### src/rtl/shift_reg_pkg.sv
// Shared op codes and sequencer state encoding for the universal shift register.
package shift_reg_pkg;

  localparam logic [2:0] OP_HOLD = 3'b000;
  localparam logic [2:0] OP_LOAD = 3'b001;
  localparam logic [2:0] OP_SHL  = 3'b010;
  localparam logic [2:0] OP_SHR  = 3'b011;
  localparam logic [2:0] OP_ROTL = 3'b100;
  localparam logic [2:0] OP_ROTR = 3'b101;
  localparam logic [2:0] OP_ASR  = 3'b110;

  typedef enum logic {
    ST_IDLE = 1'b0,
    ST_RUN  = 1'b1
  } state_t;

endpackage

### src/rtl/shift_reg_next.sv
// Combinational next-value unit: one-position shift/rotate of q selected by op.
// Parallel load is handled by the owner of the register, so load and both hold
// codes simply pass q through here.
module shift_reg_next
  import shift_reg_pkg::*;
#(
  parameter int WIDTH = 8
) (
  input  logic [WIDTH-1:0] i_q,
  input  logic [2:0]       i_op,
  input  logic             i_sin_l,
  input  logic             i_sin_r,
  output logic [WIDTH-1:0] o_qNext
);

  // Select the shifted/rotated form of q, defaulting to an unchanged value
  always_comb begin
    o_qNext = i_q;
    case (i_op)
      OP_SHL:  o_qNext = {i_q[WIDTH-2:0], i_sin_l};
      OP_SHR:  o_qNext = {i_sin_r, i_q[WIDTH-1:1]};
      OP_ROTL: o_qNext = {i_q[WIDTH-2:0], i_q[WIDTH-1]};
      OP_ROTR: o_qNext = {i_q[0], i_q[WIDTH-1:1]};
      OP_ASR:  o_qNext = {i_q[WIDTH-1], i_q[WIDTH-1:1]};
      default: o_qNext = i_q;
    endcase
  end

endmodule

### src/rtl/shift_reg_univ.sv
// Universal register with op-code load/shift/rotate and a serial-shift sequencer
// that loads a word on start and then shifts it once per cycle for a set count.
module shift_reg_univ
  import shift_reg_pkg::*;
#(
  parameter int               WIDTH   = 8,
  parameter logic [WIDTH-1:0] RST_VAL = '0,
  parameter int               CNT_W   = $clog2(WIDTH + 1)
) (
  input  logic             i_clk,
  input  logic             i_rst,
  input  logic             i_clr,
  input  logic             i_en,
  input  logic [2:0]       i_op,
  input  logic [WIDTH-1:0] i_d,
  input  logic             i_sin_l,
  input  logic             i_sin_r,
  input  logic             i_start,
  input  logic [CNT_W-1:0] i_amt,
  input  logic             i_dir,
  output logic [WIDTH-1:0] o_q,
  output logic             o_sout_l,
  output logic             o_sout_r,
  output logic             o_busy,
  output logic             o_done
);

  localparam logic [CNT_W-1:0] MAX_CNT = CNT_W'(WIDTH);

  state_t           r_state;
  state_t           w_stateNext;
  logic [WIDTH-1:0] r_q;
  logic [WIDTH-1:0] w_qNext;
  logic [WIDTH-1:0] w_shifted;
  logic [CNT_W-1:0] r_cnt;
  logic [CNT_W-1:0] w_cntNext;
  logic [CNT_W-1:0] w_amtSat;
  logic             r_dir;
  logic             w_dirNext;
  logic             r_done;
  logic             w_doneNext;
  logic [2:0]       w_nextOp;

  // While running, the shared unit is forced to a plain shift in the latched direction
  always_comb begin
    w_nextOp = i_op;
    if (r_state == ST_RUN) begin
      w_nextOp = r_dir ? OP_SHR : OP_SHL;
    end
  end

  // Counts beyond the register width behave like a full-width shift
  always_comb begin
    w_amtSat = (i_amt > MAX_CNT) ? MAX_CNT : i_amt;
  end

  shift_reg_next #(
    .WIDTH (WIDTH)
  ) u_next (
    .i_q     (r_q),
    .i_op    (w_nextOp),
    .i_sin_l (i_sin_l),
    .i_sin_r (i_sin_r),
    .o_qNext (w_shifted)
  );

  // Next-state logic: clear beats a running sequence, which beats start, which beats the op path
  always_comb begin
    w_stateNext = r_state;
    w_qNext     = r_q;
    w_cntNext   = r_cnt;
    w_dirNext   = r_dir;
    w_doneNext  = 1'b0;
    if (i_clr) begin
      w_stateNext = ST_IDLE;
      w_qNext     = '0;
      w_cntNext   = '0;
    end else if (r_state == ST_RUN) begin
      w_qNext   = w_shifted;
      w_cntNext = r_cnt - 1'b1;
      if (r_cnt == CNT_W'(1)) begin
        w_stateNext = ST_IDLE;
        w_doneNext  = 1'b1;
      end
    end else if (i_start) begin
      w_qNext = i_d;
      if (w_amtSat != '0) begin
        w_cntNext   = w_amtSat;
        w_dirNext   = i_dir;
        w_stateNext = ST_RUN;
      end else begin
        w_doneNext = 1'b1;
      end
    end else if (i_en) begin
      w_qNext = (i_op == OP_LOAD) ? i_d : w_shifted;
    end
  end

  // State, data, count and done registers with asynchronous reset
  always_ff @(posedge i_clk or posedge i_rst) begin
    if (i_rst) begin
      r_state <= ST_IDLE;
      r_q     <= RST_VAL;
      r_cnt   <= '0;
      r_dir   <= 1'b0;
      r_done  <= 1'b0;
    end else begin
      r_state <= w_stateNext;
      r_q     <= w_qNext;
      r_cnt   <= w_cntNext;
      r_dir   <= w_dirNext;
      r_done  <= w_doneNext;
    end
  end

  assign o_q      = r_q;
  assign o_sout_l = r_q[WIDTH-1];
  assign o_sout_r = r_q[0];
  assign o_busy   = (r_state == ST_RUN);
  assign o_done   = r_done;

endmodule

### config.mk
export PLATFORM = sky130hd
export DESIGN_NAME = shift_reg_univ
export DESIGN_NICKNAME = d
export VERILOG_FILES = /design/src/rtl/shift_reg_pkg.sv /design/src/rtl/shift_reg_next.sv /design/src/rtl/shift_reg_univ.sv
export SDC_FILE = /design/constraint.sdc
export NUM_CORES = 1
export LEC_CHECK = 0
export CAP_MARGIN = 40
export CORE_MARGIN = 3
export CORE_UTILIZATION = 43
export DETAILED_ROUTE_END_ITERATION = 8
export PLACE_DENSITY_LB_ADDON = 0.12
export SKIP_LAST_GASP = 1
export SLEW_MARGIN = 20
export SYNTH_ARGS = -nofsm -noshare
export SYNTH_HDL_FRONTEND = slang
export SYNTH_SLANG_ARGS = --single-unit
### constraint.sdc
create_clock -name i_clk -period 1.4 [get_ports i_clk]
set_input_delay 0.35 -clock i_clk [delete_from_list [all_inputs] [get_ports i_clk]]
set_output_delay 0.35 -clock i_clk [all_outputs]
set_load 0.01 [all_outputs]
==> metrics.md <==
| Metric | Value |
|---|---|
| WL per Instance | `19.7 µm` |
| Peak VDD IR | `0.769 mV` |
| Overflow after GRT | `0` |
| Clock-pin slew on the worst setup and hold paths | `0.11 ns` |
| Clock power share | `17.2%` |
| Initial antenna violation count | `0` |
| Row cnt | `18` |
| Tcrit/Tclk final | `111%` |
| Top cells by area, synth | `dfrtp_1 (31%), a221oi_1 (6.4%), o2111ai_1 (4.3%)` |
| Number of flops mapped to enable cells by yosys | `0` |
| Layout cells sized above 1 | `47.8%` |
| Largest net degree at the start of global routing | `16` |
| FILL cells | `154` |
| Via count | `1484` |
| CP Buf/Inv Count | `3` |
| Clock skew | `0.00286 ns` |
| Final min period | `1.55 ns` |
| Mapped cell area | `0.00123 mm²` |
| Leak | `0.000937 µW` |
| Synth-to-Final Area Change | `75.8%` |
| 1st-pass router iterations | `4` |
| Psw | `623 µW` |
| Post-synth ARST share | `100%` |
| Starting Density | `47.4%` |
| Slowest-stage cell, CP | `dfrtp_2` |
| N_diodes | `0` |
| Max-cap violations | `0` |
| HP Class | `in2async` |
| Drt total wl | `4.64 mm` |
| RePlAce Congestion | `0.788` |
| PD cells | `762 mW/mm²` |
| Cell internal pwr | `1020 µW` |
| Die ar. | `0.00353 mm²` |
| Vias in the first global route | `1507` |
| DP Wirelength | `2.76 mm` |
| Syn nets | `153` |
| CP Data Required Time | `1.58 ns` |
| Critical Path Stages | `7` |
| Hold-fix buffers, CTS | `0` |
| RSZ-0062 raised after global routing | `true` |
| CP max stage delay | `0.44 ns` |
| Nets@finish | `231` |
| Antenna viol nets, final | `0` |
| Fin cells | `235` |
| Core area | `0.00259 mm²` |
| Global-route usage over all layers | `25.6%` |
| First-pass GRT wire length | `6.87 mm` |
| Mean post-synth cell area | `9.59 µm²` |
| Root buf cell | `clkbuf_4` |
| Die Y-Extent | `59.4 µm` |
| TritonCTS Sinks | `15` |
| Crit path kind | `reg2reg` |
| Yosys top cell area share | `30.6%` |
| CTS tree | `yes` |
| Dpl cells | `216` |
| Worst Max-Slew Pin Slew | `0.419 ns` |
| Switching Fraction | `37.8%` |
| DRC Markers | `0` |
| Crit end category | `flop` |
| Endpoints failing setup | `9` |
| Pre-CTS worst setup slack | `-0.689 ns` |
| R2r worst-path depth | `7` |
| Synth cell types | `48` |
| Critical path's most frequent cell | `buf_4` |
| Die X-Extent | `59.4 µm` |
| Startpoint types | `flop` |
| Failing checks | `setup timing` |
| Final Max Tran Viols | `0` |
| YS warnings | `0` |
| Max Fclk | `0.645 GHz` |
| Min setup slack post-route | `-0.150 ns` |
| Vias per Instance | `6.31` |
| Largest area contributor in the netlist | `dfrtp_1` |
| Critical path arrival | `1.73 ns` |
| Clk Latency, worst-skew pair | `0.30 ns` |
| Num CTS Buffers | `3` |
| Combinational share of power | `50.7%` |
| Final hold vios | `0` |
| Ports | `35` |
| Syn Inst Count | `128` |
| Sequential group share of total power | `32.2%` |
| Rel. slew slack | `72.0%` |
| Status | `finished, violations left` |
| Hold_ws | `0.341 ns` |
| First DRT Iteration DRCs | `61` |
| Synth Flop Type | `dfrtp_1` |
| CTS Buffer Depth | `2` |
| Layout Utilization | `83.3%` |
| Htree depth | `1` |
| Post-synthesis sequential area ratio | `30.6%` |
| Cells along the critical path | `buf_6 -> nor4b_4 -> buf_4 -> buf_4 -> nor4_2 -> o21ai_1 -> a32oi_1` |
| IO buf count | `34` |
| Crit path max fanout | `6` |
| CP delay by family, top | `flip-flops` |
| Yosys reg bits | `15` |
worst reg2reg max path: stages, from the launching register on:
cell and delay [ns]:
dfrtp_2 0.44, buf_6 0.14, nor4b_4 0.22, buf_4 0.19, buf_4 0.11, nor4_2 0.03, o21ai_1 0.19, a32oi_1 0.09
routing by layer:
layer	vias up	GRT usage [%]	routed length, µm	part of all wire, %
met5	-	0	0	0
li1	666	-	-	-
met1	731	29.9	1760	38
met4	0	8.74	133	2.9
met2	69	45.1	2430	52
met3	18	6.10	312	6.7
cells in the final DEF, fill, tap and decap left out, types with 2 or more instances in the layout:
cell type	instances
dfrtp_1	13
dlymetal6s2s_1	2
nand2b_1	2
a221oi_2	8
o2111ai_2	3
clkbuf_4	3
nor2_4	2
o2111ai_1	3
buf_4	40
inv_1	5
o211ai_1	6
nor3_4	2
dlygate4sd2_1	15
nand2_2	3
buf_6	8
nor2_1	2
dfrtp_2	2
nand2_1	7
o21ai_1	5
a31oi_1	3
nor4b_4	2
nor3_1	2
buf_12	2
a211oi_1	5
nand3b_1	2
buf_2	2
o21ai_0	5
ha_1	2
clkdlybuf4s50_1	14
worst paths after layout:
kind | startpoint | endpoint | slack [ns]
max | o_busy | o_q[0] | -0.15
min reg2reg | r_cnt[0] | r_cnt[0] | 0.56
min | i_rst | r_dir | 0.34
max in group asynchronous | i_rst | o_q[0] | 0.86
min in group i_clk | r_cnt[0] | r_cnt[0] | 0.56
max reg2reg | o_busy | o_q[0] | -0.15
cell families after synthesis:
logic type,count (synthesis),synth area share (%)
xor gates and xnor gates,2,2.96
adders and majority gates,2,2.04
AOI/OAI and AO/OA,53,35.6
buffers and inverters,17,8.36
DFF,15,30.6
and+or+nand+nor,38,19.6
muxes,1,0.917
synth_stat cells (2+ instances only):
master	count
dfrtp_1	15
a221oi_1	9
nand2_1	9
o21ai_0	9
o2111ai_1	6
o211ai_1	6
a211oi_1	5
inv_1	5
buf_2	4
nor3_1	4
a31oi_1	3
buf_4	3
buf_6	3
nand2b_1	3
nor2_1	3
a21oi_1	2
ha_1	2
nand3b_1	2
nor2b_1	2
nor3b_1	2
nor4_1	2
o21ai_1	2
or2_1	2
flip-flops by register name, summed over array words and instances (netlist names):
register,flops
o_done,1
o_q,8
o_busy,1
r_dir,1
r_cnt,4
through the flow:
step | setup TNS [ns] | area, µm² | total power (µW)
6_report | -0.893 | 2160 | 1640
5_1_grt | -1.68 | 2160 | 1730
4_1_cts | -0.957 | 2060 | 1570
3_5_place_dp | -7.96 | 1830 | 1190
3_3_place_gp | -7.50 | 1830 | 1180
2_1_floorplan | -0.0805 | 1260 | 871
power by group through the flow:
stage | logic, µW | clock network (µW) | registers (µW)
final | 833 | 282 | 529
after global routing | 887 | 304 | 535
after CTS | 763 | 281 | 524
after detailed placement | 646 | 0 | 542
after global placement | 635 | 0 | 540
after floorplan | 309 | 0 | 562
area by class of cell:
| cell class | count | area [µm²] | share of cell area (%) |
|---|---|---|---|
| Multi-Input combinational cell | 96 | 951 | 44.1 |
| Timing Repair Buffer | 84 | 742 | 34.4 |
| Sequential cell | 15 | 378 | 17.5 |
| Tap cell | 30 | 37.5 | 1.74 |
| Clock buffer | 3 | 22.5 | 1.04 |
| Inverter | 6 | 22.5 | 1.04 |
| Clock inverter | 1 | 5.00 | 0.232 |
timing repair:
action / 4_1_cts / 5_1_grt
setup endpoints to repair: 27 / 16
endpoints found under the hold margin: 0 / 0
cloned: 1 / 0
resized for setup: 51 / 23
pin swaps: 17 / 12
buffers inserted: 11 / 3
Note: power is estimated with default switching activity, not from simulation.
